--- src/rtl/ahb_pkg.sv ---
// Shared AHB definitions: transfer types, HSIZE codes, local response codes
// and the command legality rule used by every master port.
package ahb_pkg;

    typedef enum logic [1:0] {
        HTRANS_IDLE   = 2'b00,
        HTRANS_BUSY   = 2'b01,
        HTRANS_NONSEQ = 2'b10,
        HTRANS_SEQ    = 2'b11
    } htrans_t;

    localparam logic [2:0] HSIZE_BYTE  = 3'd0;
    localparam logic [2:0] HSIZE_HALF  = 3'd1;
    localparam logic [2:0] HSIZE_WORD  = 3'd2;
    localparam logic [2:0] HSIZE_DWORD = 3'd3;

    localparam logic [1:0] RSP_OKAY    = 2'd0;
    localparam logic [1:0] RSP_BUS_ERR = 2'd1;
    localparam logic [1:0] RSP_TIMEOUT = 2'd2;
    localparam logic [1:0] RSP_ILLEGAL = 2'd3;

    // A command is legal when its size fits the bus and the address is size-aligned.
    function automatic logic cmd_legal(input logic [2:0] size,
                                       input logic [2:0] addr_lsb,
                                       input logic       wide_bus);
        logic ok;
        case (size)
            HSIZE_BYTE:  ok = 1'b1;
            HSIZE_HALF:  ok = (addr_lsb[0] == 1'b0);
            HSIZE_WORD:  ok = (addr_lsb[1:0] == 2'b00);
            HSIZE_DWORD: ok = wide_bus && (addr_lsb == 3'b000);
            default:     ok = 1'b0;
        endcase
        return ok;
    endfunction

endpackage

--- src/rtl/ahb_master_port.sv ---
// Single-transfer AHB master: turns one local command into a request/grant,
// NONSEQ address phase and data phase, then returns a one-cycle response.
module ahb_master_port
    import ahb_pkg::*;
#(
    parameter int ADDR_W        = 32,
    parameter int DATA_W        = 32,
    parameter int GRANT_TIMEOUT = 255
) (
    input  logic              hclk,
    input  logic              hresetn,
    input  logic              cmd_valid,
    output logic              cmd_ready,
    input  logic              cmd_write,
    input  logic [ADDR_W-1:0] cmd_addr,
    input  logic [2:0]        cmd_size,
    input  logic [DATA_W-1:0] cmd_wdata,
    output logic              rsp_valid,
    output logic [DATA_W-1:0] rsp_rdata,
    output logic [1:0]        rsp_err,
    output logic              hreq,
    input  logic              hgrant,
    input  logic              hready,
    input  logic              hresp,
    input  logic [DATA_W-1:0] hrdata,
    output logic [ADDR_W-1:0] haddr,
    output logic [1:0]        htrans,
    output logic              hwrite,
    output logic [2:0]        hsize,
    output logic [DATA_W-1:0] hwdata
);

    localparam int               CNT_W     = $clog2(GRANT_TIMEOUT + 1);
    localparam logic [CNT_W-1:0] TMO_LIMIT = CNT_W'(GRANT_TIMEOUT);
    localparam logic             WIDE_BUS  = (DATA_W == 64);

    typedef enum logic [1:0] {S_IDLE, S_REQ, S_DATA, S_RESP} state_t;

    state_t           state;
    logic [CNT_W-1:0] tmo_cnt;
    logic [CNT_W-1:0] tmo_nxt;
    logic             cmd_ok;

    assign cmd_ok    = cmd_legal(cmd_size, cmd_addr[2:0], WIDE_BUS);
    assign tmo_nxt   = tmo_cnt + 1'b1;
    assign cmd_ready = (state == S_IDLE);
    // NONSEQ is only driven while the arbiter is actually granting us.
    assign htrans    = (state == S_REQ && hgrant) ? HTRANS_NONSEQ : HTRANS_IDLE;

    always_ff @(posedge hclk or negedge hresetn) begin
        if (!hresetn) begin
            state     <= S_IDLE;
            tmo_cnt   <= '0;
            hreq      <= 1'b0;
            haddr     <= '0;
            hwrite    <= 1'b0;
            hsize     <= '0;
            hwdata    <= '0;
            rsp_valid <= 1'b0;
            rsp_err   <= RSP_OKAY;
            rsp_rdata <= '0;
        end else begin
            rsp_valid <= 1'b0;
            case (state)
                S_IDLE: begin
                    if (cmd_valid) begin
                        if (cmd_ok) begin
                            // Bus-side registers double as the command copy, so they
                            // keep their last values when an illegal command is rejected.
                            haddr   <= cmd_addr;
                            hwrite  <= cmd_write;
                            hsize   <= cmd_size;
                            hwdata  <= cmd_wdata;
                            tmo_cnt <= '0;
                            hreq    <= 1'b1;
                            state   <= S_REQ;
                        end else begin
                            rsp_valid <= 1'b1;
                            rsp_err   <= RSP_ILLEGAL;
                            rsp_rdata <= '0;
                            state     <= S_RESP;
                        end
                    end
                end
                S_REQ: begin
                    if (hgrant && hready) begin
                        hreq  <= 1'b0;
                        state <= S_DATA;
                    end else if (tmo_nxt == TMO_LIMIT) begin
                        tmo_cnt   <= tmo_nxt;
                        hreq      <= 1'b0;
                        rsp_valid <= 1'b1;
                        rsp_err   <= RSP_TIMEOUT;
                        rsp_rdata <= '0;
                        state     <= S_RESP;
                    end else begin
                        tmo_cnt <= tmo_nxt;
                    end
                end
                S_DATA: begin
                    // hgrant is deliberately not looked at here.
                    if (hready) begin
                        rsp_valid <= 1'b1;
                        rsp_err   <= hresp ? RSP_BUS_ERR : RSP_OKAY;
                        rsp_rdata <= hwrite ? '0 : hrdata;
                        state     <= S_RESP;
                    end
                end
                S_RESP: begin
                    state <= S_IDLE;
                end
                default: begin
                    state <= S_IDLE;
                end
            endcase
        end
    end

endmodule

--- config.mk ---
export PLATFORM = sky130hd
export DESIGN_NAME = ahb_master_port
export DESIGN_NICKNAME = d
export VERILOG_FILES = /design/src/rtl/ahb_pkg.sv /design/src/rtl/ahb_master_port.sv
export SDC_FILE = /design/constraint.sdc
export NUM_CORES = 1
export LEC_CHECK = 0
export CORE_MARGIN = 3
export CORE_UTILIZATION = 40
export DETAILED_ROUTE_END_ITERATION = 6
export PLACE_DENSITY = 0.77
export SLEW_MARGIN = 0
export SYNTH_ARGS = -nofsm -noshare
export SYNTH_HDL_FRONTEND = slang
export SYNTH_SLANG_ARGS = --single-unit
--- constraint.sdc ---
create_clock -name hclk -period 2.66 [get_ports hclk]
set_input_delay 0.532 -clock hclk [delete_from_list [all_inputs] [get_ports hclk]]
set_output_delay 0.532 -clock hclk [all_outputs]
set_load 0.02 [all_outputs]
# After elaboration in Yosys (flattened, before gate mapping)
# Cells that the tools add are included.
# op_classes
n_addsub,1
eq_ne,13
n_mux,37
bitwise,1
reduce_logical,12
# ops
operator,count
$mux 32,6
$pmux 32 s3,1
$mux 8,3
$mux 2,11
$pmux 8 s2,1
$mux 1,10
$add 8x1->8 const B,1
$eq 8x8->1 const B,1
$ne 2x2->1 const B,4
$pmux 2 s4,1
$reduce_and 4->1,2
$pmux 1 s3,2
$pmux 2 s3,1
$reduce_and 3->1,2
$reduce_and 6->1,1
$eq 2x2->1 const B,2
$logic_not 2->1,2
$ne 2x1->1 const B,2
$eq 3x1->1 const B,1
$eq 3x2->1 const B,1
$logic_not 3->1,1
$ne 3x1->1 const B,1
$reduce_bool 3->1,1
$eq 2x1->1 const B,1
4 further kinds,5
# totals
register_bits,114
in_bits,106
output_inout_bits,107
wordCells,74

# Logic depth before layout (Yosys ltp)
# logic_depth
depth_word,5
mapped_depth,10
mapped_depth_nobuf,7

# Worst setup path before layout
# No wires, ideal clock.
# synth_timing
kind,register -> register
from,register state[0]
to,register rsp_err[0]
setup_ns,0.125
t_arrival_ns,2.274
required_time_ns,2.535
setup_slack_ns,0.261
stages_incl_launch_ff,9
path_buffers,1
synth_period_minus_slack_ns,2.399
path_cell_list,dfrtp_1 > inv_1 > ha_1 > buf_6 > nor2b_1 > a2111oi_0 > nand2_1 > nor3_1 > mux2_2
# synth_via
elab_chain_len,3
elab_cells_between_ends,11
cone_classes,eq/ne (7); mux (1); reduce/logical (3)
# synth_rtl
element,line,rtl
from (decl),ahb_master_port.sv:39,state_t state;
from (signal assigned),ahb_master_port.sv:52,state <= S_IDLE;
from (signal assigned),ahb_master_port.sv:76,state <= S_REQ;
from (signal assigned),ahb_master_port.sv:81,state <= S_RESP;
$logic_not 2->1 *,-,
named net cmd_ready,ahb_master_port.sv:13,"output logic cmd_ready,"
$ne 2x2->1 (no line) or $reduce_bool 3->1 (tied branches),-,
$reduce_and 6->1 (no line),-,
to (signal assigned),ahb_master_port.sv:104,rsp_err <= hresp ? RSP_BUS_ERR : RSP_OKAY;
to (decl),ahb_master_port.sv:20,"output logic [1:0] rsp_err,"
# Mark *: on every way through the listed nets, which the timed path passes. The rest lies on a longest branch.
# A chain may end at the register's enable or synchronous reset.

# Final worst setup path
# layout_timing
from,register state[0]
to,output cmd_ready
# layout_via
elab_chain_len,1
# layout_rtl
element,line,rtl
$logic_not 2->1,ahb_master_port.sv:46,assign cmd_ready = (state == S_IDLE);
to (decl),ahb_master_port.sv:13,
# Every way passes these cells.

==> flow_metrics.tcl <==
set metrics [dict create \
    tritoncts_num_sinks 114 \
    most-common-layout-cells "clkdlybuf4s50_1 (209), dfrtp_1 (114), mux2_2 (69)" \
    design.portCount 213 \
    cp_max_stage_delay_ps 620 \
    portBuffers 211 \
    grt_start_max_net_pins 50 \
    clk_latency_ps 400 \
    rrSetupSlack_ps 280 \
    mostFrequentLayoutCell "clkdlybuf4s50_1" \
    number_of_antenna_violations_at_the_first_check_in_global_routing 0 \
    route.antenna.remaining_nets 0 \
    cts_resized 0 \
    dp_hpwl_um 10100 \
    cts_root_buf "clkbuf_16" \
    yosysUniqueCellTypes 45 \
    number_of_nets_in_the_finished_design 699 \
    synth-main-ff-cell "dfrtp_1" \
    via_per_inst 5.35 \
    yosysWarnings 0 \
    drive_above_1_share_pct 20.5 \
    rsz0062_at_grt "false" \
    finalSetupViolCount 0 \
    areaGrowthSynthToFinish_pct 58.2 \
    placed_cell_area_mm2 0.00725 \
    crit_type "reg2out" \
    register_bit_total_from_synthesis 114 \
    ys_seq_area_share_pct 58.0 \
    totalPowerFinal_mw 9.82 \
    htree_num_levels 4 \
    drt_first_iter_violations 316 \
    die_h_um 117 \
    gpl.final_weighted_congestion 0.814 \
    antenna_diode_count 0 \
    row_count 39 \
    setup_total_negative_slack_ps 0 \
    drc 0 \
    grt_first_pass_wirelength_um 21500 \
    cts_tree "yes" \
    routed_wirelength_um 13600 \
    core_area_mm2 0.0117 \
    final_core_utilization_pct 66.5 \
    path_cells "inv_1 > ha_1 > buf_4 > clkdlybuf4s50_1" \
    syn-instance-count 364 \
    crit_path_end_kind "primary output" \
    drt-wirelength-per-cell_um 18.4 \
    floorplan.die_area_mm2 0.0137 \
    slew-limit-headroom_pct 62.2 \
    filler_cell_count 863 \
    clock_skew_ps 6.88 \
    firstDrtPassIters 4 \
    netlist_top_cells_area "dfrtp_1 (58%), mux2_2 (16%), a32o_1 (6.5%)" \
    clk_transition_reported_paths_ps 50 \
    groute.usage.overall_pct 20.7 \
    worst_ep_required_time_ps 2130 \
    power.ir.vdd_worst_mv 0.753 \
    total_nets_after_synthesis 477 \
    avgSynthCellArea_um2 13.5 \
    synth_top_cell_by_area "dfrtp_1" \
    critical_path.startpoint_type "flip-flop" \
    post_route_standard_cell_area_excluding_fillers_mm2 0.00778 \
    fmax_mhz 403 \
    grt_pass1_vias 4306 \
    static-leakage-power_nw 3.37 \
    cts-buffers-inserted 17 \
    timing.final.max_slew_violations 0 \
    period_minus_slack_ps 2480 \
    post-place-ws_ps 70.2 \
    grt-ovfl-total 0 \
    die_w_um 117 \
    synth_area_mm2 0.00492 \
    num_vias 3956 \
    post_cts_buffers 0 \
    holdCritPathClass "in2async" \
    worstPathArrival_ps 1950 \
    timing.critical_path.fanout_max 9 \
    asyncSetResetFlopFracSynth_pct 100 \
    cellPowerDensity_mw_per_mm2 1260 \
    synth-edff-count 0 \
    hold_buffers 0 \
    outcome "completed" \
    pin_slew_with_the_least_headroom_to_its_limit_ps 567 \
    final_min_period_over_clock_period_pct 93.3 \
    critPathSlowestCell "clkdlybuf4s50_1" \
    timing.final.ws_setup_ps 178 \
    final-hold-violation-count 0 \
    cap_viol_max_count 0 \
    starting_density_pct 42.0 \
    post-synth-top-area-fraction_pct 58.0 \
    max-clock-path-buffers 2 \
]
-- metrics by stage --
step,instances,hold slack [ps]
2_1_floorplan,364,236
3_3_place_gp,710,470
3_5_place_dp,710,482
4_1_cts,739,119
5_1_grt,739,134
6_report,739,115
-- routing by layer --
layer,up-vias,global-route usage [%],part of all wire (%)
met3,18,10.1,8.6
met4,0,7.26,1.9
li1,1797,-,-
met1,1986,22.5,36
met5,-,0,0
met2,155,35.3,53
-- Yosys cell counts, types with 3 or more instances --
library cell  number
dfrtp_1          114
clkbuf_1           9
nand3_1            8
a211oi_1           3
o21ai_0            9
nor2_1             6
buf_2              7
nand2_1           16
nor2b_1            4
a21o_1             4
inv_1              8
ha_1               7
mux2_2            69
buf_6              6
o31ai_1            3
a21oi_1           15
nor3_1             5
and2_1             5
mux2i_1            3
nand4_1            3
a32o_1            32
-- flip-flops by register name, indices dropped and copies added, names as in the netlist --
register / flops
hwdata: 32
hreq: 1
tmo_cnt: 8
rsp_err: 2
haddr: 32
rsp_valid: 1
hsize: 3
rsp_rdata: 32
hwrite: 1
state: 2
-- worst max-delay path, delay by kind of cell (launching register included) --
family                   cells  cell delay, ps
buffers and inverters        3             930
flip-flops                   1             450
adder cells (fa/ha/maj)      1             170
-- final timing paths --
check / cells past startpoint / to / startpoint
max: 4 / cmd_ready / state[0]$_DFFE_PN0P_
min: 1 / rsp_rdata[31]$_DFFE_PN0P_ / hresetn
max reg2reg: 8 / rsp_err[0]$_DFFE_PN0P_ / state[0]$_DFFE_PN0P_
min reg2reg: 1 / hsize[2]$_DFFE_PN0P_ / hsize[2]$_DFFE_PN0P_
max in group asynchronous: 2 / tmo_cnt[2]$_DFFE_PN0P_ / hresetn
min in group hclk: 1 / hsize[2]$_DFFE_PN0P_ / hsize[2]$_DFFE_PN0P_
-- kinds of logic after synthesis --
| group | count (synthesis) | share of synthesized area, % |
|---|---|---|
| flip-flops | 114 | 58.0 |
| AO/OA/AOI/OAI | 78 | 13.1 |
| multiplexers | 72 | 16.4 |
| AND/OR/NAND/NOR | 59 | 6.84 |
| buffers and inverters | 33 | 3.79 |
| adder cells (fa/ha/maj) | 7 | 1.78 |
| other | 1 | 0.0762 |
-- final cells by class --
class	instances	area, um2	area share (%)
timing repair buffer	228	2310	29.7
clock inverter	5	30.0	0.386
multi-input combinational	217	1880	24.2
tap	143	179	2.30
sequential	114	2850	36.7
inverter	8	30.0	0.386
clock buffer	24	492	6.32
-- where the power goes --
group	leakage [nW]	internal, mW	switching, mW
Sequential	1.46	2.58	0.527
Combinational	1.66	2.43	2.30
Clock	0.254	1.26	0.725
Total	3.37	6.27	3.55
No activity file was read; power rests on OpenSTA's default activity.
